File: src/rtl/clmul_pkg.sv
// Shared types and widths for the carry-less product reduction stage.
package clmul_pkg;
   localparam int unsigned PROD_W = 64;
   localparam int unsigned REM_W  = 32;

   typedef enum logic [1:0] {IDLE, RUN, DONE} reduce_state_t;
endpackage

File: src/rtl/gf2_div_step.sv
// One GF(2) LFSR division step: shift in the next product bit, fold in g on carry-out.
module gf2_div_step
   import clmul_pkg::*;
(
   input  logic [REM_W-1:0] rem,
   input  logic             next_bit,
   input  logic [REM_W-1:0] g,
   output logic [REM_W-1:0] rem_next
);

   assign rem_next = {rem[REM_W-2:0], next_bit} ^ (rem[REM_W-1] ? g : '0);

endmodule

File: src/rtl/clmul_reduce.sv
// Iterative reduction of a 64-bit carry-less product modulo x^32 + g,
// retiring BITS_PER_CYCLE quotient bits per RUN cycle.
module clmul_reduce
   import clmul_pkg::*;
#(
   parameter int unsigned BITS_PER_CYCLE = 8
) (
   input  logic              clk,
   input  logic              reset,
   input  logic              stall,
   input  logic              in_valid,
   output logic              in_ready,
   input  logic [PROD_W-1:0] in_prod,
   input  logic [REM_W-1:0]  in_poly,
   output logic              out_valid,
   input  logic              out_ready,
   output logic [REM_W-1:0]  out_rem,
   output logic              busy
);

   localparam int unsigned NSTEPS = REM_W / BITS_PER_CYCLE;
   localparam int unsigned CNT_W  = $clog2(NSTEPS + 1);

   if (REM_W % BITS_PER_CYCLE != 0) begin : g_bad_bits_per_cycle
      $error("clmul_reduce: BITS_PER_CYCLE must divide 32");
   end

   reduce_state_t     state;
   logic [REM_W-1:0]  rem;
   logic [REM_W-1:0]  low;
   logic [REM_W-1:0]  g;
   logic [CNT_W-1:0]  cnt;
   logic              accept;
   logic [REM_W-1:0]  chain [BITS_PER_CYCLE+1];

   // Feed bits leave low MSB first, so step i consumes low[31-i].
   assign chain[0] = rem;
   for (genvar i = 0; i < BITS_PER_CYCLE; i++) begin : g_step
      gf2_div_step u_step (
         .rem      (chain[i]),
         .next_bit (low[REM_W-1-i]),
         .g        (g),
         .rem_next (chain[i+1])
      );
   end

   assign in_ready  = !stall && !reset && (state == IDLE || (state == DONE && out_ready));
   assign out_valid = !stall && (state == DONE);
   assign accept    = in_valid && in_ready;
   assign out_rem   = rem;
   assign busy      = (state == RUN);

   always_ff @(posedge clk) begin
      if (reset) begin
         state <= IDLE;
         rem   <= '0;
         low   <= '0;
         g     <= '0;
         cnt   <= '0;
      end else if (!stall) begin
         if (accept) begin
            rem   <= in_prod[PROD_W-1:REM_W];
            low   <= in_prod[REM_W-1:0];
            g     <= in_poly;
            cnt   <= CNT_W'(NSTEPS);
            state <= RUN;
         end else begin
            case (state)
               RUN: begin
                  rem <= chain[BITS_PER_CYCLE];
                  low <= low << BITS_PER_CYCLE;
                  cnt <= cnt - CNT_W'(1);
                  if (cnt == CNT_W'(1)) state <= DONE;
               end
               DONE: if (out_ready) state <= IDLE;
               default: state <= IDLE;
            endcase
         end
      end
   end

endmodule

File: config.mk
export PLATFORM = sky130hd
export DESIGN_NAME = clmul_reduce
export DESIGN_NICKNAME = d
export VERILOG_FILES = /design/src/rtl/clmul_pkg.sv /design/src/rtl/gf2_div_step.sv /design/src/rtl/clmul_reduce.sv
export SDC_FILE = /design/constraint.sdc
export NUM_CORES = 1
export LEC_CHECK = 0
export CAP_MARGIN = 30
export CORE_MARGIN = 3
export CORE_UTILIZATION = 28
export DETAILED_ROUTE_END_ITERATION = 10
export GPL_ROUTABILITY_DRIVEN = 0
export HOLD_SLACK_MARGIN = 0.15
export PLACE_DENSITY = 0.54
export RECOVER_POWER = 50
export SLEW_MARGIN = 20
export SYNTH_ARGS = -nofsm -noshare
export SYNTH_HDL_FRONTEND = slang
export SYNTH_SLANG_ARGS = --single-unit
File: constraint.sdc
create_clock -name clk -period 6.84 [get_ports clk]
set_clock_uncertainty 0.15 [all_clocks]
set_input_delay 0.684 -clock clk [delete_from_list [all_inputs] [get_ports clk]]
set_output_delay 0.684 -clock clk [all_outputs]
set_load 0.02 [all_outputs]
==> results of run 1 <==
[worst max path at each step]
stage	from	to	depth (start not counted)
2_1_floorplan	out_rem[30]	out_rem[30]	15
3_3_place_gp	g[30]	out_rem[30]	14
3_5_place_dp	g[31]	out_rem[29]	15
4_1_cts	g[31]	out_rem[29]	15
5_1_grt	g[31]	out_rem[20]	15
6_report	g[31]	out_rem[26]	15
[logic make-up after synthesis]
kind of cell,after synthesis
AOI/OAI and AO/OA,193
xor gates and xnor gates,221
adders and majority gates,2
buffers and inverters,130
DFF,101
muxes,34
and+or+nand+nor,538
[flip-flops by register name, summed over array words and instances, names as in the netlist]
signal and flops:
g 32, state 2, low 32, out_rem 32, cnt 3
[cell usage after synthesis (2+ instances only)]
cell,instances
a2111oi_0,2
a211o_1,2
a211oi_1,3
a21bo_2,2
a21oi_1,81
a311oi_1,24
a32oi_1,4
and2_1,3
and3_1,59
and4_1,2
buf_1,13
buf_2,12
buf_6,2
clkbuf_1,96
dfxtp_1,101
ha_1,2
inv_1,7
mux2_2,2
mux2i_1,32
nand2_1,357
nand3_1,18
nand3b_1,32
nand4_1,3
nor2_1,35
nor2b_1,6
nor3_1,3
nor3b_1,7
o211ai_1,4
o21ai_0,26
o221ai_1,2
o31ai_1,4
o32ai_1,20
o32ai_2,8
or3_1,4
xnor2_1,178
xnor2_2,3
xnor3_1,4
xor2_1,34
[through the flow]
stage          hold WS (ns)  power, mW
2_1_floorplan        0.2981     0.9337
5_1_grt              0.3427      1.726
3_5_place_dp         0.3110      1.084
3_3_place_gp         0.3074      1.080
6_report             0.3241      1.638
4_1_cts              0.3263      1.664
[metal layers]
layer  part of all wire (%)  vias to the layer above  routed length (um)  track usage (%)
met2                     46                      158               12220            26.41
li1                       -                     4156                   -                -
met4                   0.85                        0                 223            2.742
met3                    4.1                       17                1072            2.432
met5                      0                        -                   0                0
met1                     49                     3798               12860            21.34
[worst max-delay path, delay by kind of cell, from the launching register on]
kind	cells	cell delay, ns
flops	1	0.65
xor+xnor	5	1.71
compound gates	4	1.02
simple gates	3	0.63
buf+inv	3	0.99
[area by class of cell]
cell class / count / area share (%)
Clock inverter: 7 / 0.9791
Multi-Input combinational cell: 988 / 58.81
Inverter: 7 / 0.2477
Clock buffer: 9 / 2.123
Sequential cell: 101 / 19.06
Timing Repair Buffer: 155 / 14.18
Tap cell: 390 / 4.601
[power groups by stage]
| stage | Clock, mW | Combinational, mW | Sequential (mW) |
|---|---|---|---|
| 2_1_floorplan | 0 | 0.279 | 0.654 |
| 3_3_place_gp | 0 | 0.397 | 0.683 |
| 3_5_place_dp | 0 | 0.401 | 0.683 |
| 4_1_cts | 0.592 | 0.403 | 0.670 |
| 5_1_grt | 0.615 | 0.435 | 0.677 |
| 6_report | 0.573 | 0.396 | 0.669 |
==> impl_metrics.toml, run 1 <==
[worst_setup_path]
crit_top_cell = "buf_4"
timing.rr.end = "out_rem[26]"
worstPathRequired_ns = 6.96
startpoint_type = "flop"
path_cells = "nand2_1 -> o221ai_1 -> xor2_2 -> buf_4 -> and3_1 -> a21oi_1 -> xor2_2 -> buf_4 -> nand2_1 -> xnor3_1 -> xnor2_2 -> xor2_4 -> buf_4 -> a21oi_1 -> o32ai_2"
max_stage_delay_ns = 0.74
crit_path_top_delay_cell = "xor2_4"
worst-path-max-fanout = 37
cp-end-kind = "flop"
worst-r2r-cell-count = 15
reg2reg_from = "g[31]"
r2r_setup_slack_ns = 1.53
cp_data_arrival_time_ns = 5.43
critPathKind = "reg -> reg"

[synthesis]
synth_top_area_cell = "dfxtp_1"
synth_cell_types = 60
synth_top_area_share_pct = 23.20
synth.mux.area_fraction_pct = 3.933
synthArstFlopShare_pct = 0
synth_compound_area_share_pct = 15.36
synth_simple_gate_area_share_pct = 27.88
synthTopCellsByArea = "dfxtp_1 (23%), xnor2_1 (18%), nand2_1 (15%)"
synth_xor_area_share_pct = 23.40
synth-edff-count = 0
seq_area_frac_synth_pct = 23.20
yosysWarnings = 0
synth_top_family_by_area = "simple AND/OR/NAND/NOR gates"
syn_nets = 1322
synth_seq_cells = 101
synthAdderAreaFrac_pct = 0.2871
syn_area_sq_um = 8716
synth_ff_type = "dfxtp_1"
avgSynthCellArea_sq_um = 7.150
synthCells = 1219

[floorplan]
die_y_um = 182.4
die_area_sq_um = 33280
die_w_um = 182.4
coreArea_sq_um = 30190
initial_core_util_pct = 28.87
num_io_pins = 136
num_rows = 63

[cells_and_area]
n_antenna_cell = 0
fin_cells = 1657
design_area_sq_um = 10610
layout_common_cells = "nand2_1 (357), xnor2_1 (176), dfxtp_1 (101)"
fill_cells = 3205
fin_util_pct = 35.13
mostFrequentLayoutCell = "nand2_1"
syn_to_final_growth_pct = 21.69
multi_input_area_sq_um = 6237
drive_gt1_share_pct = 4.893
final_nets = 1365
register_area_sq_um = 2022

[run_status]
violations = "capacitance limit, slew limit"
status = "finished with violations"

[sta]
finalHoldViolations = 0
slew_headroom_pct = -52.07
worstMarginPinSlew_ns = 2.276
setup_tns_ns = 0
fmax_mhz = 188.3
setup_viol = 0
grt_setup_unrepaired = "no"
fin_crit_ns = 5.311
layout_setup_ws_ns = 1.529
post-route-period-util_pct = 77.64
maxSlewViolCount = 137

[clock_network]
cts_setup_buffers = 0
hold_buffers = 0
ctsResizeCount = 0
cts_made_buffers = 9
clock_path_buffers = 2
clkTransAtPathRegs_ns = 0.10
cts_root_buffer = "clkbuf_16"
cts_sinks = 101
cts_tree = "yes"
clk_latency_ns = 0.38
htreeDepth = 3

[hold_path]
hold_class = "reg -> reg"
min_to = "low[6]"
min_delay_path_depth = 2
hold_start = "low[6]"

[run]
cap_violations = 3

[place]
post-dp-hpwl_um = 17710
port_buffers = 135
dp.cells = 1640
place_ws_ns = 1.554
postPlaceCellArea_sq_um = 10270

[pwr]
vdd_drop_max_mv = 0.1225
power_frac_clock_pct = 35.0
p_leak_nw = 3.864
powerDensity_nw_per_um2 = 154.5
p_switching_uw = 561.9
internal-power_mw = 1.076
p_seq_share_pct = 40.9
p_comb_share_pct = 24.2
p_sw_share_pct = 34.30

[detailed_routing]
wire_per_inst_um = 15.92
num_vias = 8129
drc = 0
via_per_inst = 4.906
drtIter0Drc = 432
drt-total-wl_um = 26380
ant_nets = 0
dr.pass1.iters = 5

[global_routing]
globalRouteTotalUtil_pct = 15.63
overflow = 0
grt_pass1_wl_um = 42610
grt_max_degree = 65
grt_pass1_vias = 8003
antenna_found_initial = 0
Power figures use the tool's default switching activity.
==> inputs of run 2 (changes only) <==
- PLACE_DENSITY: 0.54 -> 0.56
- clock period: 6.84 -> 4.4 ns (I/O delays scaled with it)
==> impl_metrics.toml, run 2 (synthesis results as in run 1) <==
[pwr]
vdd_drop_max_mv = 0.1859
totalPowerFinal_mw = 2.561
powerDensity_nw_per_um2 = 239.0
p_leak_nw = 3.938

[sta]
setup_tns_ns = 0
grt_setup_unrepaired = "no"
worstMarginPinSlew_ns = 1.564
finalHoldViolations = 0
maxSlewViolCount = 21
setup_viol = 0
post-route-period-util_pct = 92.52
fmax_mhz = 245.6
fin_crit_ns = 4.071
slew_headroom_pct = -4.497
layout_setup_ws_ns = 0.3289

[worst_setup_path]
worst-r2r-cell-count = 14
critPathKind = "reg -> reg"
crit_buf_inv = 2
worstPathRequired_ns = 4.53
path_cells = "buf_4 -> o21ai_0 -> a32o_1 -> or3_1 -> and2_4 -> o21ai_0 -> mux2_2 -> xnor2_2 -> mux2_2 -> buf_4 -> mux2i_1 -> xnor2_1 -> and3_1 -> o32ai_1"
r2r_setup_slack_ns = 0.33
cp_data_arrival_time_ns = 4.20
startpoint_type = "flop"
critPathTopFamily = "simple AND/OR/NAND/NOR gates"
crit_path_top_delay_cell = "or3_1"
max_stage_delay_ns = 0.47
cp.depth = 14
worst-path-max-fanout = 17
cp-end-kind = "flop"

[run_status]
status = "finished with violations"
violations = "capacitance limit, slew limit"

[clock_network]
htreeDepth = 3
ctsResizeCount = 0
cts_root_buffer = "clkbuf_16"
clkTransAtPathRegs_ns = 0.10
cts_setup_buffers = 0
clk_latency_ns = 0.37
cts_made_buffers = 9
cts_tree = "yes"
hold_buffers = 0
cts_sinks = 101
clock_path_buffers = 2

[global_routing]
globalRouteTotalUtil_pct = 15.48
antenna_found_initial = 0
grt_pass1_wl_um = 42470
grt_pass1_vias = 7991
overflow = 0
grt_max_degree = 75

[cells_and_area]
drive_gt1_share_pct = 6.167
mostFrequentLayoutCell = "nand2_1"
layout_common_cells = "nand2_1 (356), xnor2_1 (176), dfxtp_1 (100), clkdlybuf4s50_1 (100), a21oi_1 (81)"
final_nets = 1379
syn_to_final_growth_pct = 22.93

[floorplan]
num_io_pins = 136
die_area_sq_um = 33280
die_y_um = 182.4
coreArea_sq_um = 30190
die_w_um = 182.4
num_rows = 63
initial_core_util_pct = 28.87

[detailed_routing]
drc = 0
wire_per_inst_um = 15.51
drt-total-wl_um = 25930
num_vias = 8220
via_per_inst = 4.916
dr.pass1.iters = 5
drtIter0Drc = 487
ant_nets = 0

[place]
port_buffers = 135
post-dp-hpwl_um = 17980
place_ws_ns = 0.2720

[run]
cap_violations = 1

[hold_path]
min_delay_path_depth = 2
hold_class = "reg -> reg"
[run 2: metrics by stage]
step	hold WS, ns	instances	util (%)	instance area, sq um
finish	0.3231	1672	35.49	10710
global route	0.3536	1671	35.48	10710
CTS	0.3269	1671	35.49	10720
detailed placement	0.3126	1655	34.40	10390
global placement	0.3081	1655	34.40	10390
floorplan	0.2981	1219	-	8716
[run 2: final timing paths]
check               from         end
max          out_rem[30]  out_rem[1]
min               low[5]      low[5]
max reg2reg  out_rem[30]  out_rem[1]
min reg2reg       low[5]      low[5]
[run 2: cell type report]
cell class / count / area (sq um)
inverter: 7 / 26.28
sequential: 101 / 2023
clock buffer: 9 / 225.2
timing repair buffer: 169 / 1597
fill: 3217 / 19480
clock inverter: 7 / 103.9
antenna: 1 / 2.502
tap: 390 / 488.0
multi-input combinational: 988 / 6248
[run 2: where the power goes]
group,internal (mW),switching (mW),total (mW)
Clock,0.424,0.473,0.897
Combinational,0.299,0.335,0.633
Sequential,0.958,0.0719,1.03
Total,1.68,0.880,2.56
[run 2: routing by layer]
layer	vias up	wire length [um]	track usage (%)
met5	-	0	0
met2	167	12140	26.38
met4	0	270	3.047
met3	15	1003	2.133
li1	4196	-	-
met1	3842	12520	20.98
[run 2: worst reg2reg max path, delay by kind of cell (launching register included)]
family	cells	cell delay, ns
xor+xnor	2	0.35
buf+inv	2	0.52
mux	3	0.90
simple gates	3	0.91
flops	1	0.38
compound gates	4	0.77
==> inputs of run 3 (changes only) <==
- DONT_BUFFER_PORTS: not set -> 1
- PLACE_DENSITY: 0.56 -> 0.5
==> impl_metrics.toml, run 3 (synthesis results as in run 1) <==
[global_routing]
grt_pass1_wl_um = 42990
globalRouteTotalUtil_pct = 15.97
grt_pass1_vias = 7777
grt_max_degree = 102
antenna_found_initial = 1
overflow = 0

[floorplan]
num_rows = 63
die_area_sq_um = 33280
die_w_um = 182.4
num_io_pins = 136
die_y_um = 182.4
coreArea_sq_um = 30190
initial_core_util_pct = 28.87

[worst_setup_path]
cp-end-kind = "flop"
cp.depth = 15
crit_buf_inv = 3
path_cells = "buf_4 -> nand2_1 -> o221ai_1 -> xor2_2 -> buf_4 -> o21ai_0 -> nand2_1 -> o21ai_0 -> a32oi_1 -> xnor3_1 -> xnor2_2 -> xor2_4 -> buf_4 -> a21oi_1 -> o32ai_1"
critPathTopFamily = "compound AO/OA/AOI/OAI gates"
worst-r2r-cell-count = 15
worst-path-max-fanout = 32
worstPathRequired_ns = 4.53
crit_top_cell = "buf_4"
max_stage_delay_ns = 0.51
critPathKind = "reg -> reg"
startpoint_type = "flop"
r2r_setup_slack_ns = 0.35
crit_path_top_delay_cell = "dfxtp_1"
cp_data_arrival_time_ns = 4.18

[clock_network]
clkTransAtPathRegs_ns = 0.09
clk_latency_ns = 0.38
cts_sinks = 101
cts_made_buffers = 9
clock_path_buffers = 2
cts_root_buffer = "clkbuf_16"
htreeDepth = 3
cts_tree = "yes"

[detailed_routing]
wire_per_inst_um = 16.39
num_vias = 8054
drc = 0
dr.pass1.iters = 5
drtIter0Drc = 461
ant_nets = 0
drt-total-wl_um = 26770
via_per_inst = 4.932

[cells_and_area]
n_antenna_cell = 0
final_nets = 1341
fin_cells = 1633
drive_gt1_share_pct = 6.838
mostFrequentLayoutCell = "nand2_1"
syn_to_final_growth_pct = 18.83
layout_common_cells = "nand2_1 (356), xnor2_1 (176), dfxtp_1 (98)"

[sta]
maxSlewViolCount = 0
setup_tns_ns = 0
fmax_mhz = 246.8
whs_ns = 0.1549
slew_headroom_pct = 5.552
finalHoldViolations = 0
worstMarginPinSlew_ns = 1.412
fin_crit_ns = 4.052
setup_viol = 0
layout_setup_ws_ns = 0.3478
post-route-period-util_pct = 92.10
grt_setup_unrepaired = "no"

[run_status]
status = "completed"

[hold_path]
hold_class = "in -> reg"
min_delay_path_depth = 2

[pwr]
vdd_drop_max_mv = 0.2138
totalPowerFinal_mw = 2.515
powerDensity_nw_per_um2 = 242.8
p_leak_nw = 3.737

[place]
post-dp-hpwl_um = 17810
dp.cells = 1523
place_ws_ns = 0.3227
port_buffers = 0

[run]
cap_violations = 0
==> run 3: power by group <==
group / switching, mW / internal (mW) / total [mW]
clock network: 0.464 / 0.416 / 0.880
logic: 0.318 / 0.269 / 0.587
registers: 0.0898 / 0.958 / 1.05
total: 0.872 / 1.64 / 2.51
==> run 3: cell type report <==
type	count	area, sq um
fillers	3193	19830
repair buffers	131	1250
multi-input cells	988	6246
clock buffers	9	225.2
inverters	7	26.28
flip-flops and latches	101	2028
well taps	390	488.0
clock inverters	7	93.84
==> run 3: per-stage QoR <==
step           utilization, %  instance area [sq um]
3_3_place_gp            30.10                   9086
3_5_place_dp            30.13                   9097
2_1_floorplan               -                   8716
4_1_cts                 34.37                  10380
5_1_grt                 34.31                  10360
6_report                34.31                  10360
==> run 3: final timing paths <==
kind / start / end
max: g[31] / out_rem[1]
min: in_prod[62] / out_rem[30]
max reg2reg: g[31] / out_rem[1]
min reg2reg: low[4] / low[4]
==> run 3: routing by layer <==
metal,vias to the layer above,share of wire [%],track usage [%]
li1,4117,-,-
met1,3751,49,21.91
met2,168,45,26.20
met3,18,5.0,2.970
met4,0,1.3,3.382
met5,-,0,0
==> run 3: what timing repair did <==
item,in CTS,in global routing
setup endpoints to repair,0,17
gates resized for setup,0,3
setup buffers,0,0
hold buffers,94,0
endpoints found under the hold margin,101,0
